### src/rtl/sort4_merge2_if.sv
// Handshake bundle for the 4+4 streaming merger: block input and word output.
interface sort4_merge2_if #(
    parameter int W = 32
) ();
    logic [4*W-1:0] in_data;
    logic           in_valid;
    logic           in_ready;
    logic [W-1:0]   out_data;
    logic           out_valid;
    logic           out_ready;
    logic           out_last;

    modport master (
        output in_data, in_valid, out_ready,
        input  in_ready, out_data, out_valid, out_last
    );

    modport slave (
        input  in_data, in_valid, out_ready,
        output in_ready, out_data, out_valid, out_last
    );
endinterface

### src/rtl/sort4_merge2.sv
// Merges two ascending 4-word blocks (A then B) into one ascending 8-word run.
// Optional sortedness checker enabled by macro SORT4_MERGE2_CHECK_EN (adds sort_err).
//
// state  | meaning
// LOAD_A | waiting for first block, latches it into buffer A
// LOAD_B | waiting for second block, latches it into buffer B
// MERGE  | emitting 8 merged words, one per output handshake
module sort4_merge2 #(
    parameter int W = 32
) (
    input  logic         clk,
    input  logic         rst,
    sort4_merge2_if.slave bus
`ifdef SORT4_MERGE2_CHECK_EN
    ,
    output logic         sort_err
`endif
);

    typedef enum logic [1:0] {
        LOAD_A = 2'd0,
        LOAD_B = 2'd1,
        MERGE  = 2'd2
    } state_t;

    state_t         state_q, state_d;
    logic [W-1:0]   a_q [4];
    logic [W-1:0]   b_q [4];
    logic [2:0]     ia_q, ia_d;
    logic [2:0]     ib_q, ib_d;

    logic [W-1:0]   a_head;
    logic [W-1:0]   b_head;
    logic           take_a;
    logic           is_last;
    logic           in_hs;
    logic           out_hs;
    logic           in_ready_int;
    logic           out_valid_int;

    // Exhausted index is 4, whose low bits alias lane 0; the select rule never uses that read.
    assign a_head  = a_q[ia_q[1:0]];
    assign b_head  = b_q[ib_q[1:0]];
    assign take_a  = (ib_q == 3'd4) || ((ia_q != 3'd4) && (a_head <= b_head));
    assign is_last = (({1'b0, ia_q} + {1'b0, ib_q}) == 4'd7);

    assign in_ready_int  = !rst && ((state_q == LOAD_A) || (state_q == LOAD_B));
    assign out_valid_int = !rst && (state_q == MERGE);
    assign in_hs         = in_ready_int && bus.in_valid;
    assign out_hs        = out_valid_int && bus.out_ready;

    always_comb begin
        bus.in_ready  = in_ready_int;
        bus.out_valid = out_valid_int;
        bus.out_data  = '0;
        bus.out_last  = 1'b0;
        if (out_valid_int) begin
            bus.out_data = take_a ? a_head : b_head;
            bus.out_last = is_last;
        end
    end

    always_comb begin
        state_d = state_q;
        ia_d    = ia_q;
        ib_d    = ib_q;
        case (state_q)
            LOAD_A: begin
                if (in_hs) state_d = LOAD_B;
            end
            LOAD_B: begin
                if (in_hs) begin
                    state_d = MERGE;
                    ia_d    = 3'd0;
                    ib_d    = 3'd0;
                end
            end
            MERGE: begin
                if (out_hs) begin
                    if (take_a) ia_d = ia_q + 3'd1;
                    else        ib_d = ib_q + 3'd1;
                    if (is_last) state_d = LOAD_A;
                end
            end
            default: state_d = LOAD_A;
        endcase
    end

    always_ff @(posedge clk) begin
        if (rst) begin
            state_q <= LOAD_A;
            ia_q    <= 3'd0;
            ib_q    <= 3'd0;
        end else begin
            state_q <= state_d;
            ia_q    <= ia_d;
            ib_q    <= ib_d;
        end
    end

    // Buffers carry no reset; they are always rewritten before MERGE reads them.
    always_ff @(posedge clk) begin
        for (int i = 0; i < 4; i++) begin
            if (in_hs && (state_q == LOAD_A)) a_q[i] <= bus.in_data[i*W +: W];
            if (in_hs && (state_q == LOAD_B)) b_q[i] <= bus.in_data[i*W +: W];
        end
    end

`ifdef SORT4_MERGE2_CHECK_EN
    logic sort_err_q;
    logic unsorted;

    always_comb begin
        unsorted = 1'b0;
        for (int i = 0; i < 3; i++) begin
            if (bus.in_data[i*W +: W] > bus.in_data[(i+1)*W +: W]) unsorted = 1'b1;
        end
    end

    always_ff @(posedge clk) begin
        if (rst)                      sort_err_q <= 1'b0;
        else if (in_hs && unsorted)   sort_err_q <= 1'b1;
    end

    assign sort_err = sort_err_q;
`endif

endmodule

### src/flat_wrapper.sv
// flat-port wrapper written by rule: the top's interface ports become plain ports
module sort4_merge2_flat 
#(
    parameter int W = 32
)
  (clk, rst, bus_in_data, bus_in_valid, bus_out_ready, bus_in_ready, bus_out_data, bus_out_valid, bus_out_last);
  sort4_merge2_if #(.W(W)) bus_i ();
  input  logic clk;
  input  logic rst;
  input wire logic [$bits(bus_i.in_data)-1:0] bus_in_data;
  input wire logic [$bits(bus_i.in_valid)-1:0] bus_in_valid;
  input wire logic [$bits(bus_i.out_ready)-1:0] bus_out_ready;
  output wire logic [$bits(bus_i.in_ready)-1:0] bus_in_ready;
  output wire logic [$bits(bus_i.out_data)-1:0] bus_out_data;
  output wire logic [$bits(bus_i.out_valid)-1:0] bus_out_valid;
  output wire logic [$bits(bus_i.out_last)-1:0] bus_out_last;
  assign bus_i.in_data = bus_in_data;
  assign bus_i.in_valid = bus_in_valid;
  assign bus_i.out_ready = bus_out_ready;
  assign bus_in_ready = bus_i.in_ready;
  assign bus_out_data = bus_i.out_data;
  assign bus_out_valid = bus_i.out_valid;
  assign bus_out_last = bus_i.out_last;
  sort4_merge2 #(.W(W)) u_core (.clk(clk), .rst(rst), .bus(bus_i));
endmodule
### config.mk
export PLATFORM = sky130hd
export DESIGN_NAME = sort4_merge2_flat
export DESIGN_NICKNAME = d
export VERILOG_FILES = /design/src/rtl/sort4_merge2_if.sv /design/src/rtl/sort4_merge2.sv /design/src/flat_wrapper.sv
export SDC_FILE = /design/constraint.sdc
export NUM_CORES = 1
export LEC_CHECK = 0
export ABC_AREA = 1
export CORE_UTILIZATION = 40
export DETAILED_ROUTE_END_ITERATION = 7
export PLACE_DENSITY = 0.63
export SYNTH_ARGS = -nofsm -noshare
export SYNTH_HDL_FRONTEND = slang
export SYNTH_SLANG_ARGS = --single-unit
### constraint.sdc
create_clock -name clk -period 8.7 [get_ports clk]
set_input_delay 1.305 -clock clk [delete_from_list [all_inputs] [get_ports clk]]
set_output_delay 1.305 -clock clk [all_outputs]
set_load 0.005 [all_outputs]
Yosys cells after proc, flatten, opt, wreduce, memory -nomap -nowiden
Memory sizes are Yosys's and may differ from the RTL's. A register that Yosys moved wholly into a read port is not among the register bits.
Index checks and enable logic that the tools add are counted.
{ "totals": {"regBits": 8, "wordCells": 58, "latch_bits": 0, "memories": 2, "rom_bits": 0, "mem_bits_rw": 256, "input_bits": 132, "output_inout_bits": 35} }
{ "op_classes": {"n_reduce_logical": 15, "addsub": 3, "div": 0, "n_shift": 0, "n_eq_ne": 11, "magnitude_cmp": 1, "n_mux": 23, "n_mul": 0, "bitwise": 0} }
{ "mem_list": {"columns": ["memory", "depth", "word_bits", "read_ports", "rd_ports_with_merged_regs", "wr", "line_no", "rtl"], "rows": [
  ["u_core.a_q", 4, 32, 1, 1, 4, "sort4_merge2.sv:27", "logic [W-1:0] a_q [4];"],
  ["u_core.b_q", 4, 32, 1, 1, 4, "sort4_merge2.sv:28", "logic [W-1:0] b_q [4];"]
]} }
{ "ops": {"columns": ["operator", "count"], "rows": [
  ["$mux W32", 2],
  ["$le A32 B32 Y1", 1],
  ["$mux W2", 8],
  ["$mux W3", 5],
  ["$pmux W3 S2", 2],
  ["$reduce_and A4 Y1", 3],
  ["$ne A2 B1 Y1 const B", 5],
  ["$logic_and A1 B1 Y1", 7],
  ["$add A3 B1 Y3 const B", 2],
  ["$pmux W2 S3", 1],
  ["$mux W1", 5],
  ["$add A3 B3 Y4", 1],
  ["$eq A4 B3 Y1 const B", 1],
  ["$eq A3 B3 Y1 const B", 1],
  ["$ne A3 B3 Y1 const B", 1],
  ["$eq A2 B1 Y1 const B", 1],
  ["$eq A2 B2 Y1 const B", 1],
  ["$logic_not A2 Y1", 1],
  ["$logic_or A1 B1 Y1", 2],
  ["$ne A2 B2 Y1 const B", 1],
  ["$reduce_bool A2 Y1", 1],
  ["$logic_not A1 Y1", 1]
]} }

Depth between registers and ports, before layout
Gate-level depths: netlist (run 1).
{ "logic_depth": {"ltp_word": 8, "depth_mapped": 25, "ltp_nobuf": 23} }

Worst setup path before layout (run 1)
OpenSTA, ideal clock, no wires.
{ "synth_path": {"path_kind": "in2reg", "from": "input rst", "to": "memory u_core.a_q[0][0] (enable)", "stages": 3, "setup_ns": 0.617, "arrival_ns": 6.898, "required_ns": 8.083, "setup_slack_ns": 1.185, "path_buffers": 0, "cell_sequence": "nor2_1 nand2_1 nor2_1"} }
{ "synth_lines": {"columns": ["item", "line_no", "rtl"], "rows": [
  ["start: declaration", "flat_wrapper.sv:9", "input logic rst;"],
  ["end: declaration", "sort4_merge2.sv:27", null]
]} }

==> results by group, run 1 <==
GRT
  – Overflow after GRT: 0
  – Vias in the first global route: 7,486
  – First-pass GRT wire length: 42.4 mm
  – Largest net degree at the start of global routing: 77
  – Initial antenna violation count: 0
  – Total GRT Usage: 19.2%

CTS
  – Setup bufs post-CTS: 0
  – H-tree level count: 1
  – Clock slew at reported path FFs: 0.06 ns
  – CTS Buffer Depth: 3
  – CTS root buf: clkbuf_16
  – Hold_buf cts: 0
  – Post-CTS sizing: 0
  – Num CTS Buffers: 29
  – Clock sink total: 268
  – Clk_lat worst skew: 0.54 ns
  – CTS tree: done

STA
  – Slew margin rel.: 30.2%
  – Fin Clk Skew: 0.0115 ns
  – Post-layout min period: 5.92 ns
  – # setup viols final: 0
  – Max-slew violations: 0
  – Setup TNS: 0 ns
  – Max Clk Rate: 169 MHz
  – Tightest Pin Transition: 1.05 ns
  – Final hold viol count: 0
  – RSZ-0062 raised after global routing: false
  – Hold WS: 0.491 ns
  – Worst Setup Slack, final: 2.78 ns
  – Final Cycle Share: 68.0%

Yosys
  – Syn_area_per_cell: 12.6 sq um
  – Net Count, Synth: 1,077
  – Async S/R FF share, synth: 0%
  – Synthesized cell area: 0.0114 sq mm
  – Sequential fraction of the synthesis area: 69.8%
  – Number of flops mapped to enable cells by yosys: 256
  – Main synth FF type: edfxtp_1
  – Post-synth cell types: 36
  – YS warnings: 0
  – Mapped Cells: 902
  – Synth Register Bits: 268

Floorplan
  – Core area: 0.0279 sq mm
  – Num rows: 61
  – # IOs: 167
  – Die area: 0.0291 sq mm
  – Starting density of the core: 40.7%
  – Die W: 170 microns
  – Die span in y: 170 microns

Worst hold path
  – Hold Path Cell Cnt: 2
  – Worst Hold End: u_core.state_q[0]$_SDFFE_PP0P_
  – Hold path start: u_core.state_q[0]$_SDFFE_PP0P_
  – Worst min-delay path category: register to register

Worst setup path
  – Crit. path cell count: 18
  – Crit-path cells: inv_2, buf_4, a21oi_1, a32o_1, ha_1, nand2_1, nor3_2, nand2_1, nand2_1, nand2_1, nand2_1, nand2_1, nand2_2, nand2_4, inv_8, o21ai_1, a21oi_2, clkdlybuf4s50_1
  – Crit path max-delay family: buffers and inverters
  – CP Buf/Inv Count: 4
  – Maximum fanout along the worst path: 62
  – Critical Path Sink Type: primary output
  – Critical Path Max Stage Delay: 0.53 ns
  – Critical Path RT: 7.39 ns
  – CP Data Arrival Time: 4.61 ns
  – Worst R2R Setup Slack: 5.20 ns
  – Setup crit start kind: register
  – Most frequent CP cell: nand2_1
  – Reg2Reg Depth: 18
  – Critical-path cell with the highest stage delay: clkdlybuf4s50_1
  – Worst setup path category: register to primary output

Drt
  – DRT Pass-1 Iters: 5
  – WL final: 27.6 mm
  – 1st-iter DRT viols: 636
  – Vias post-DR: 7,753
  – Residual DRC: 0
  – Routed WL per cell: 18.9 microns
  – Post-route ant nets: 0
  – Vias per inst: 5.30

Power and ir drop
  – Pwr dens: 246 mW/mm^2
  – Power after layout: 3.55 mW
  – Peak supply drop: 0.000164 V
  – Static leakage: 5.10 nW

Layout
  – FF+latch area: 0.00793 sq mm
  – Post-layout util: 51.8%
  – Final non-filler cell total: 1,462
  – Area of the multi-input gates: 0.00310 sq mm
  – P&R area growth vs syn: 27.1%
  – Post-route cell area: 0.0144 sq mm
  – Layout cells sized above 1: 6.64%
  – Layout fillers: 2,394
  – Nets@finish: 1,236
  – Antenna fix cells: 0

Place
  – Placer Congestion: 0.819
  – Post-DP Area: 0.0134 sq mm
  – Cell count after placement: 1,408
  – I/O Buffers: 166
  – HPWL after detailed placement: 17.5 mm
  – Setup WS pre-CTS: 3.30 ns

Run status
  – Status: complete, no violations

Job
  – Max Cap Viol: 0
-- worst reg2reg max path, delay by kind of cell, from the launching register on --
kind	cells	cell delay (ns)
buffers and inverters	2	1.00
AO/OA/AOI/OAI	6	0.98
AND/OR/NAND/NOR	9	0.85
flip-flops	1	0.31
adder cells (fa/ha/maj)	1	0.29
-- state kept, by name, summed over array words and instances, names as in the netlist, named ones only --
| signal | cells |
|---|---|
| u_core.a_q | 128 |
| u_core.b_q | 128 |
| u_core.ia_q | 3 |
| u_core.ib_q | 3 |
| u_core.state_q | 2 |
-- cell usage after synthesis, types with 3 or more instances --
cell type | n | area share [%]
inv_1 | 23 | 0.76
ha_1 | 42 | 4.6
o21ai_1 | 31 | 1.4
a21oi_1 | 85 | 3.7
o21ai_0 | 71 | 3.1
dfxtp_1 | 12 | 2.1
edfxtp_1 | 256 | 68
nand3_1 | 7 | 0.31
clkbuf_1 | 31 | 1.0
nand4_1 | 5 | 0.28
nand2_1 | 151 | 5.0
buf_1 | 3 | 0.099
nor2_1 | 84 | 2.8
buf_2 | 10 | 0.44
o22ai_1 | 33 | 1.8
a32o_1 | 31 | 2.7
nor2_2 | 4 | 0.22
-- routing by layer --
metal / up-vias / share of wire [%] / GRT usage, % / routed length, microns
met3: 35 / 6.1 / 3.09 / 1690
met1: 3792 / 45 / 26.8 / 12500
li1: 3660 / - / - / -
met5: - / 0 / 0 / 0
met2: 266 / 47 / 31.5 / 12900
met4: 0 / 1.8 / 4.35 / 508
-- kinds of logic (layout without fill, tap and decap cells) --
family,after synthesis,after routing,share of synthesized area [%]
adders and majority gates,43,43,4.81
xor gates and xnor gates,2,2,0.154
AOI/OAI and AO/OA,257,257,13.2
and+or+nand+nor,256,256,8.92
buffers and inverters,76,258,3.05
DFF,268,268,69.8
-- report_power, final --
part | switching, mW | total (mW) | internal [mW]
Combinational | 0.356 | 0.533 | 0.177
Clock | 0.492 | 1.36 | 0.864
Sequential | 0.0421 | 1.66 | 1.62
Total | 0.890 | 3.55 | 2.66
-- layout make-up --
type,count,area share (%)
timing repair buffer,177,12.1
clock inverter,19,2.07
tap,378,3.28
multi-input combinational,558,21.5
sequential,268,55.0
inverter,27,0.755
clock buffer,35,5.33
-- worst max-delay path by stage --
stage	startpoint	endpoint	slack [ns]
final	register	bus_out_data[30]	2.78
after global routing	register	bus_out_data[26]	2.40
after CTS	register	bus_out_data[26]	2.69
after detailed placement	register	bus_out_data[26]	3.30
after global placement	register	bus_out_data[26]	3.31
after floorplan	rst	u_core.a_q[0][0]$_DFFE_PP_	1.19
-- placed cells by master, fill, tap and decap left out, types with 3 or more instances in the layout --
| master | count |
|---|---|
| clkbuf_1 | 4 |
| inv_1 | 23 |
| o22ai_1 | 33 |
| nand2_1 | 151 |
| clkbuf_16 | 29 |
| buf_4 | 11 |
| a32o_1 | 31 |
| dfxtp_1 | 10 |
| a21oi_1 | 85 |
| ha_1 | 42 |
| nand4_1 | 5 |
| nor2_2 | 4 |
| clkinv_1 | 7 |
| nand3_1 | 7 |
| bufinv_16 | 8 |
| o21ai_0 | 71 |
| edfxtp_1 | 256 |
| nor2_1 | 81 |
| clkdlybuf4s50_1 | 166 |
| inv_2 | 3 |
| nor2_4 | 3 |
| o21ai_1 | 31 |
Power figures use the tool's default switching activity.
==> run 2, diff against run 1 <==
==> constraint.sdc (replaced) <==
create_clock -name clk -period 5.5 [get_ports clk]
set_input_delay 0.825 -clock clk [delete_from_list [all_inputs] [get_ports clk]]
set_output_delay 0.825 -clock clk [all_outputs]
set_load 0.005 [all_outputs]
==> run 2 against run 1 <==
Core utilization is 0.20 points lower. Non-clock buffer count increased by 6. Sequential share of layout area is 0.21 points higher. Critical path depth is 6 higher. Clock-buffer cell count decreased by 5. Clock skew rose by 0.0020 ns. Global-route usage up 0.30 points. Critical path type unchanged. Critical endpoint is now bus_out_data[31]. Highest routed layer unchanged.
==> results by group, run 2 (synthesized netlist as in run 1, its figures left out) <==
Place
  – Cell count after placement: 1,414
  – I/O Buffers: 166
  – Setup WS pre-CTS: 0.748 ns
  – Placer Congestion: 0.805
  – HPWL after detailed placement: 17.9 mm

Floorplan
  – # IOs: 167
  – Starting density of the core: 40.7%
  – Num rows: 61
  – Die W: 170 microns
  – Die area: 0.0291 sq mm
  – Die span in y: 170 microns
  – Core area: 0.0279 sq mm

STA
  – Max-slew violations: 0
  – Worst Setup Slack, final: 0.414 ns
  – Hold WS: 0.491 ns
  – # setup viols final: 0
  – Fin Clk Skew: 0.0135 ns
  – Tightest Pin Transition: 0.754 ns
  – Slew margin rel.: 49.7%
  – Final Cycle Share: 92.5%
  – RSZ-0062 raised after global routing: false
  – Post-layout min period: 5.09 ns
  – Final hold viol count: 0
  – Setup TNS: 0 ns
  – Max Clk Rate: 197 MHz

Drt
  – Routed WL per cell: 19.3 microns
  – Post-route ant nets: 0
  – Vias per inst: 5.33
  – DRT Pass-1 Iters: 5
  – 1st-iter DRT viols: 655
  – Vias post-DR: 7,822
  – Residual DRC: 0
  – WL final: 28.3 mm

CTS
  – Num CTS Buffers: 29
  – Setup bufs post-CTS: 0
  – Clk_lat worst skew: 0.55 ns
  – CTS Buffer Depth: 3
  – H-tree level count: 1
  – Clock slew at reported path FFs: 0.06 ns
  – CTS tree: done
  – Clock sink total: 268
  – CTS root buf: clkbuf_16

Layout
  – P&R area growth vs syn: 26.6%
  – Layout fillers: 2,403
  – Final non-filler cell total: 1,468
  – Post-layout util: 51.6%
  – Layout cells sized above 1: 7.61%
  – Commonest non-fill, non-tap cell in the layout: edfxtp_1
  – Top Registers: u_core.a_q (128), u_core.b_q (128)
  – Nets@finish: 1,242
  – Antenna fix cells: 0
  – Most frequent cells in the layout: 256 x edfxtp_1, 166 x clkdlybuf4s50_1, 151 x nand2_1

GRT
  – First-pass GRT wire length: 43.0 mm
  – Overflow after GRT: 0
  – Largest net degree at the start of global routing: 129
  – Vias in the first global route: 7,757
  – Total GRT Usage: 19.5%
  – Initial antenna violation count: 0

Power and ir drop
  – Static leakage: 5.08 nW
  – Peak supply drop: 0.000262 V
  – Pwr dens: 372 mW/mm^2

Job
  – Max Cap Viol: 0

Worst setup path
  – Worst R2R Setup Slack: 2.36 ns
  – Critical Path RT: 4.68 ns
  – Reg2Reg Depth: 18
  – CP Data Arrival Time: 4.26 ns
  – Worst setup path category: register to primary output
  – Maximum fanout along the worst path: 62
  – Critical Path Sink Type: primary output
  – Setup crit start kind: register

Worst hold path
  – Hold path start: u_core.state_q[1]$_SDFFE_PP0P_
  – Hold Path Cell Cnt: 2
  – Worst min-delay path category: register to register
  – Worst Hold End: u_core.state_q[1]$_SDFFE_PP0P_

Run status
  – Status: complete, no violations
run 2: how the worst max path moves through the flow:
stage,endpoint,slack (ns),depth (start not counted),startpoint
finish,bus_out_data[31],0.41,24,register
global route,bus_out_data[27],0.03,19,register
CTS,bus_out_data[26],0.15,19,register
detailed placement,bus_out_data[26],0.75,19,register
global placement,bus_out_data[26],0.74,19,register
floorplan,u_core.a_q[0][0]$_DFFE_PP_,-1.53,3,rst
run 2: final cells by class:
type / instances / area (sq um) / share of cell area, %
clock buffer: 30 / 729 / 5.08
clock inverter: 24 / 186 / 1.30
inverter: 27 / 113 / 0.784
multi-input combinational: 558 / 3100 / 21.6
sequential: 268 / 7930 / 55.2
tap: 378 / 473 / 3.29
timing repair buffer: 183 / 1840 / 12.8
run 2: metrics by stage:
stage	total power, mW	area [sq um]
finish	5.35	14400
CTS	5.39	14400
detailed placement	3.53	13400
global route	5.57	14400
global placement	3.52	13400
floorplan	3.26	11400
run 2: repair_timing:
item | CTS | global route
gates resized for setup | 0 | 6
hold buffers | 0 | 0
endpoints found under the setup margin | 0 | 31
run 2: metal layers:
layer / global-route usage (%) / vias up / routed length [microns]
met5: 0 / - / 0
met4: 5.76 / 0 / 691
met3: 2.81 / 51 / 1770
met2: 32.9 / 270 / 13700
met1: 26.1 / 3829 / 12100
li1: - / 3672 / -
run 2: power breakdown:
| group | internal (mW) | switching [mW] |
|---|---|---|
| combinational | 0.287 | 0.564 |
| sequential | 2.56 | 0.0659 |
| clock | 1.06 | 0.807 |
| total | 3.91 | 1.44 |
run 2: worst max-delay path, stage by stage, from the launching register on:
cell and delay [ns]:
dfxtp_1 0.31, inv_1 0.40, buf_4 0.35, o21ai_0 0.13
o22ai_1 0.12, inv_1 0.10, ha_1 0.20, inv_1 0.05
nand2_1 0.04, nand2_1 0.05, nand2_1 0.05, nand2_1 0.06
nand2_1 0.04, nand2_1 0.10, nand2_1 0.06, nand2_1 0.11
nand2_1 0.06, nand2_1 0.05, nand2_1 0.08, nand2_2 0.09
nand2_4 0.09, inv_8 0.28, o21ai_1 0.10, a21oi_1 0.23
clkdlybuf4s50_1 0.55
